===== config.mk =====
export PLATFORM = sky130hd
export DESIGN_NAME = gcd_rr_sched
export DESIGN_NICKNAME = d
export VERILOG_FILES = /design/src/rtl/gcd_pkg.sv /design/src/rtl/gcd_rr_pick.sv /design/src/rtl/gcd_rr_sched.sv
export SDC_FILE = /design/constraint.sdc
export NUM_CORES = 1
export LEC_CHECK = 0
export CORE_UTILIZATION = 44
export DETAILED_ROUTE_END_ITERATION = 8
export PLACE_DENSITY = 0.94
export SETUP_SLACK_MARGIN = 0.05
export SYNTH_ARGS = -nofsm -noshare
export SYNTH_HDL_FRONTEND = slang
export SYNTH_HIERARCHICAL = 1
export SYNTH_SLANG_ARGS = --single-unit

===== constraint.sdc =====
create_clock -name CLK -period 5.1 [get_ports CLK]
set_input_delay 0.51 -clock CLK [delete_from_list [all_inputs] [get_ports CLK]]
set_output_delay 0.51 -clock CLK [all_outputs]
set_load 0.02 [all_outputs]

===== src/rtl/gcd_pkg.sv =====
// Shared types and sizing helpers for the round-robin GCD scheduler.
package gcd_pkg;

    localparam int DW_DEF      = 8;
    localparam int N_REQ_DEF   = 4;
    localparam int TIMEOUT_DEF = 255;
    localparam int IDX_W_DEF   = $clog2(N_REQ_DEF);
    localparam int CNT_W_DEF   = $clog2(TIMEOUT_DEF + 1);

    typedef enum logic [1:0] {
        ST_IDLE  = 2'd0,
        ST_ISSUE = 2'd1,
        ST_WAIT  = 2'd2,
        ST_RESP  = 2'd3
    } state_e;

    function automatic int idx_w(input int n);
        return (n > 1) ? $clog2(n) : 1;
    endfunction

    function automatic int cnt_w(input int t);
        return $clog2(t + 1);
    endfunction

endpackage


===== src/rtl/gcd_rr_pick.sv =====
// Combinational round-robin selector: first set request after ptr, wrapping.
module gcd_rr_pick
    import gcd_pkg::*;
#(
    parameter int N_REQ = N_REQ_DEF,
    parameter int IDX_W = idx_w(N_REQ)
) (
    input  logic [N_REQ-1:0] req,
    input  logic [IDX_W-1:0] ptr,
    output logic [IDX_W-1:0] gnt_idx,
    output logic             gnt_vld
);

    // Walk from the farthest candidate back to ptr+1 so the nearest one wins.
    always_comb begin
        gnt_idx = '0;
        gnt_vld = 1'b0;
        for (int off = N_REQ; off >= 1; off--) begin
            if (req[IDX_W'((int'(ptr) + off) % N_REQ)]) begin
                gnt_idx = IDX_W'((int'(ptr) + off) % N_REQ);
                gnt_vld = 1'b1;
            end
        end
    end

endmodule


===== src/rtl/gcd_rr_sched.sv =====
// Shares one GCD unit among N_REQ requesters with round-robin grant and a
// per-job timeout; every output is registered.
//
// state    | meaning
// ST_IDLE  | arbitrate pending requests, latch owner and operands
// ST_ISSUE | GCD_START pulse, clear timeout counter
// ST_WAIT  | wait for GCD_DONE or timeout, capture response
// ST_RESP  | one-cycle RSP_VALID strobe to the owner
module gcd_rr_sched
    import gcd_pkg::*;
#(
    parameter int N_REQ   = N_REQ_DEF,
    parameter int DW      = DW_DEF,
    parameter int TIMEOUT = TIMEOUT_DEF
) (
    input  logic                CLK,
    input  logic                RST_N,
    input  logic [N_REQ-1:0]    REQ,
    input  logic [N_REQ*DW-1:0] REQ_A,
    input  logic [N_REQ*DW-1:0] REQ_B,
    output logic [N_REQ-1:0]    RSP_VALID,
    output logic [DW-1:0]       RSP_Y,
    output logic                RSP_ERR,
    output logic                RSP_TO,
    output logic                BUSY,
    output logic                GCD_START,
    output logic [DW-1:0]       GCD_A,
    output logic [DW-1:0]       GCD_B,
    input  logic [DW-1:0]       GCD_Y,
    input  logic                GCD_DONE,
    input  logic                GCD_ERROR
);

    localparam int IDX_W = idx_w(N_REQ);
    localparam int CNT_W = cnt_w(TIMEOUT);
    localparam logic [IDX_W-1:0] PTR_RST  = IDX_W'(N_REQ - 1);
    localparam logic [CNT_W-1:0] CNT_LAST = CNT_W'(TIMEOUT - 1);

    state_e            state_q, state_d;
    logic [IDX_W-1:0]  ptr_q, ptr_d;
    logic [IDX_W-1:0]  owner_q, owner_d;
    logic [CNT_W-1:0]  cnt_q, cnt_d;
    logic [DW-1:0]     gcd_a_q, gcd_a_d;
    logic [DW-1:0]     gcd_b_q, gcd_b_d;
    logic              start_q, start_d;
    logic              busy_q, busy_d;
    logic [N_REQ-1:0]  rsp_valid_q, rsp_valid_d;
    logic [DW-1:0]     rsp_y_q, rsp_y_d;
    logic              rsp_err_q, rsp_err_d;
    logic              rsp_to_q, rsp_to_d;

    logic [IDX_W-1:0]  gnt_idx;
    logic              gnt_vld;
    logic [DW-1:0]     sel_a, sel_b;

    gcd_rr_pick #(
        .N_REQ (N_REQ),
        .IDX_W (IDX_W)
    ) u_pick (
        .req     (REQ),
        .ptr     (ptr_q),
        .gnt_idx (gnt_idx),
        .gnt_vld (gnt_vld)
    );

    always_comb begin
        sel_a = '0;
        sel_b = '0;
        for (int i = 0; i < N_REQ; i++) begin
            if (gnt_idx == IDX_W'(i)) begin
                sel_a = REQ_A[DW*i +: DW];
                sel_b = REQ_B[DW*i +: DW];
            end
        end
    end

    always_comb begin
        state_d     = state_q;
        ptr_d       = ptr_q;
        owner_d     = owner_q;
        cnt_d       = cnt_q;
        gcd_a_d     = gcd_a_q;
        gcd_b_d     = gcd_b_q;
        start_d     = 1'b0;
        rsp_valid_d = '0;
        rsp_y_d     = '0;
        rsp_err_d   = 1'b0;
        rsp_to_d    = 1'b0;

        unique case (state_q)
            ST_IDLE: begin
                if (gnt_vld) begin
                    owner_d = gnt_idx;
                    ptr_d   = gnt_idx;
                    gcd_a_d = sel_a;
                    gcd_b_d = sel_b;
                    start_d = 1'b1;
                    state_d = ST_ISSUE;
                end
            end
            ST_ISSUE: begin
                cnt_d   = '0;
                state_d = ST_WAIT;
            end
            ST_WAIT: begin
                cnt_d = cnt_q + CNT_W'(1);
                // DONE takes precedence over a timeout landing in the same cycle
                if (GCD_DONE) begin
                    rsp_valid_d[owner_q] = 1'b1;
                    rsp_y_d   = GCD_Y;
                    rsp_err_d = GCD_ERROR;
                    state_d   = ST_RESP;
                end else if (cnt_q == CNT_LAST) begin
                    rsp_valid_d[owner_q] = 1'b1;
                    rsp_err_d = 1'b1;
                    rsp_to_d  = 1'b1;
                    state_d   = ST_RESP;
                end
            end
            ST_RESP: begin
                state_d = ST_IDLE;
            end
            default: begin
                state_d = ST_IDLE;
            end
        endcase

        busy_d = (state_d != ST_IDLE);
    end

    always_ff @(posedge CLK or negedge RST_N) begin
        if (!RST_N) begin
            state_q     <= ST_IDLE;
            ptr_q       <= PTR_RST;
            owner_q     <= '0;
            cnt_q       <= '0;
            gcd_a_q     <= '0;
            gcd_b_q     <= '0;
            start_q     <= 1'b0;
            busy_q      <= 1'b0;
            rsp_valid_q <= '0;
            rsp_y_q     <= '0;
            rsp_err_q   <= 1'b0;
            rsp_to_q    <= 1'b0;
        end else begin
            state_q     <= state_d;
            ptr_q       <= ptr_d;
            owner_q     <= owner_d;
            cnt_q       <= cnt_d;
            gcd_a_q     <= gcd_a_d;
            gcd_b_q     <= gcd_b_d;
            start_q     <= start_d;
            busy_q      <= busy_d;
            rsp_valid_q <= rsp_valid_d;
            rsp_y_q     <= rsp_y_d;
            rsp_err_q   <= rsp_err_d;
            rsp_to_q    <= rsp_to_d;
        end
    end

    assign RSP_VALID = rsp_valid_q;
    assign RSP_Y     = rsp_y_q;
    assign RSP_ERR   = rsp_err_q;
    assign RSP_TO    = rsp_to_q;
    assign BUSY      = busy_q;
    assign GCD_START = start_q;
    assign GCD_A     = gcd_a_q;
    assign GCD_B     = gcd_b_q;

endmodule

==> reports/metrics.csv <==
stage,metric,value,unit
detailed_routing,vias,1923,
pwr,Total Power,1.79,mW
critical_path,CP required,5.28,ns
synth,ys async rst share,100,%
final_layout,Final Util,70.9,%
critical_path,critical path startpoint category,input port,
clocking,CTS root buffer,clkbuf_8,
critical_path,crit path DAT,2.68,ns
final_layout,multi-input logic area,0.00112,sq mm
place,IO buf count,111,
run_status,result of the run,finished clean,
final_layout,register area,0.00115,sq mm
global_route,vias in the first global route,1897,
global_route,initial antenna violation count,0,
timing,Final Hold Vio Count,0,
synth,top-area cell type share of the netlist area,46.8,%
global_route,GRT overflow,0,
clocking,Post CTS Setup Buffer Count,0,
synth,Unique masters post-synth,39,
clocking,CTS buffer count,5,
synth,"FF+latch count, synth",46,
synth,ranking of synthesized cells by area,"dfrtp_1 47%, mux4_2 8.6%, mux4_1 7.8%, mux2_2 7.7%, nand2_1 3.0%",
place,Post-DP HPWL,4520,microns
detailed_routing,via/cell ratio,5.30,
critical_path,R2R setup slack,2.80,ns
synth,synthesized area,0.00235,sq mm
die,Initial Util,45.8,%
final_layout,area delta synth->final,54.9,%
clocking,clk buf depth,2,
critical_path,critical path class,in2reg,
final_layout,share of cells above drive strength 1,13.7,%
die,chip width,75.1,microns
critical_path,Critical R2R Launch,ptr_q[1]$_DFFE_PN1P_,
detailed_routing,Initial DRT Pass Iterations,4,
detailed_routing,number of DRC markers in iteration 0,81,
critical_path,worst-path fanout max,17,
die,die height,75.1,microns
detailed_routing,Routed wire per std cell,16.1,microns
synth,number of synthesized flops with an enable pin,0,
timing,RSZ-0062 raised after global routing,no,
min_path,worst hold path class,in2async,
clocking,CTS clock-pin slew for the worst setup and hold paths,0.08,ns
clocking,PostCTS Resize Cnt,0,
clocking,H-Tree Depth,2,
place,routability congestion estimate,0.779,
critical_path,worst-case reg-to-reg path depth,6,
global_route,GRT Overall Usage,21.4,%
global_route,pin count of the biggest net entering global routing,47,
final_layout,# nets final,377,
timing,Final Max Tran Viols,0,
clocking,clock sinks,46,
clocking,TritonCTS clock tree,yes,
timing,Slew HR,34.6,%
synth,ys flop type,dfrtp_1,
detailed_routing,final antenna-violating net count,0,
synth,register area share after synthesis,49.0,%
timing,Final Worst Setup Slack,2.60,ns
synth,"Avg Cell Area, Syn",13.1,sq um
final_layout,Fillers,402,
synth,largest area contributor in the netlist,dfrtp_1,
flow_run,max cap viols,0,
place,dpl ws,2.30,ns
die,core box area,0.00514,sq mm
detailed_routing,routed wire length,5860,microns
timing,TNS Setup,0,ns
final_layout,ant diodes,0,
die,IO Pins,112,
detailed_routing,DR DRC count,0,
pwr,LEAKAGE,1.60,nW
synth,Mapped Nets,265,
global_route,global-route wire length before repair,8800,microns
die,die area,0.00564,sq mm
synth,Post-Syn Instances,180,
pwr,VDD IR max,0.000276,V
timing,Least-Margin Pin Slew,0.981,ns
die,Row Count,26,
clocking,cts hold-fix bufs,0,
timing,post-route clock period utilization,49.1,%
timing,Final setup viols,0,
timing,maximum clock rate,0.399,GHz
clocking,worst skew pair latency,0.29,ns
pwr,PD cells,491,mW/mm^2
timing,Final Skew,0.00249,ns
timing,final worst path period need,2.50,ns
synth,Ys Warns,6,
critical_path,Critical Path End Type,register,
critical_path,reg-to-reg critical path endpoint,GCD_B[0]$_DFFE_PN0P_,
==> cell type report <==
| type | instances | area share, % |
|---|---|---|
| Timing Repair Buffer | 113 | 30.8 |
| Clock buffer | 5 | 1.89 |
| Multi-Input combinational cell | 119 | 30.7 |
| Sequential cell | 46 | 31.7 |
| Inverter | 7 | 0.721 |
| Clock inverter | 3 | 1.89 |
| Tap cell | 70 | 2.40 |
==> cells by family (layout without fill, tap and decap cells) <==
family          after synthesis  after routing  synth area share [%]
flops                        46             46                  49.0
fa+ha+maj                     5              5                  2.66
mux                          35             35                  25.4
simple gates                 56             56                  12.4
compound gates               23             23                  7.07
buf+inv                      15            128                  3.46
==> worst max-delay path: stages <==
cell,delay [ns]
clkdlybuf4s50_1,0.55
and2b_1,0.19
a21oi_2,0.05
o221ai_2,0.16
buf_4,0.33
mux4_1,0.60
mux2_2,0.28
==> placed cells by master, fill, tap and decap left out, drive strengths merged, types with 4 or more instances in the layout <==
cell type and count:
mux4 16, clkdlybuf4s50 110, ha 5, dfrtp 44, nor3 4, nor2 4, mux2 16, nand2b 4
nand2 19, clkbuf 5, a21oi 7, inv 6, nand3 4, and3 11
==> worst max-delay path by stage <==
stage | start | endpoint | slack, ns | cells after the start
after floorplan | REQ[2] | GCD_A[4]$_DFFE_PN0P_ | 3.03 | 7
after global placement | REQ[3] | GCD_B[6]$_DFFE_PN0P_ | 2.43 | 7
after detailed placement | REQ[3] | GCD_B[0]$_DFFE_PN0P_ | 2.30 | 7
after CTS | REQ[3] | GCD_B[0]$_DFFE_PN0P_ | 2.60 | 7
after global routing | REQ[3] | GCD_B[5]$_DFFE_PN0P_ | 2.56 | 7
final | REQ[3] | GCD_B[0]$_DFFE_PN0P_ | 2.60 | 7
==> metrics by stage <==
step | hold slack [ns] | instances | area [sq um]
floorplan | 0.214 | 180 | 2350
global placement | 0.473 | 355 | 3510
detailed placement | 0.478 | 355 | 3510
CTS | 0.406 | 363 | 3640
global route | 0.458 | 363 | 3640
finish | 0.373 | 363 | 3640
==> report_power, final <==
part | total [mW] | switching, mW | internal, mW
Clock | 0.320 | 0.123 | 0.196
Sequential | 0.571 | 0.0767 | 0.495
Combinational | 0.898 | 0.434 | 0.464
Total | 1.79 | 0.634 | 1.15
==> cells in the mapped netlist (3+ instances only) <==
cell,number
nand3_1,4
mux4_2,9
dfrtp_1,44
nand2_1,19
nor4_1,3
o21ai_0,3
and3_1,11
nor3_1,4
clkbuf_1,5
ha_1,5
inv_1,6
a21oi_1,6
mux2i_1,3
nor2_1,4
mux4_1,7
nand2b_1,4
mux2_2,16
==> layer usage <==
layer | vias to the layer above | wire length, microns | global-route usage (%)
li1 | 896 | - | -
met1 | 960 | 2160 | 23.4
met2 | 58 | 3330 | 39.6
met3 | 9 | 258 | 5.62
met4 | 0 | 106 | 7.76
met5 | - | 0 | 0
==> state kept, by name (all words and copies together) (netlist names) <==
signal / flops
GCD_A: 8
owner_q: 2
RSP_ERR: 1
RSP_TO: 1
state_q: 2
RSP_VALID: 4
ptr_q: 2
cnt_q: 8
RSP_Y: 8
BUSY: 1
GCD_B: 8
GCD_START: 1
Power figures use the tool's default switching activity.
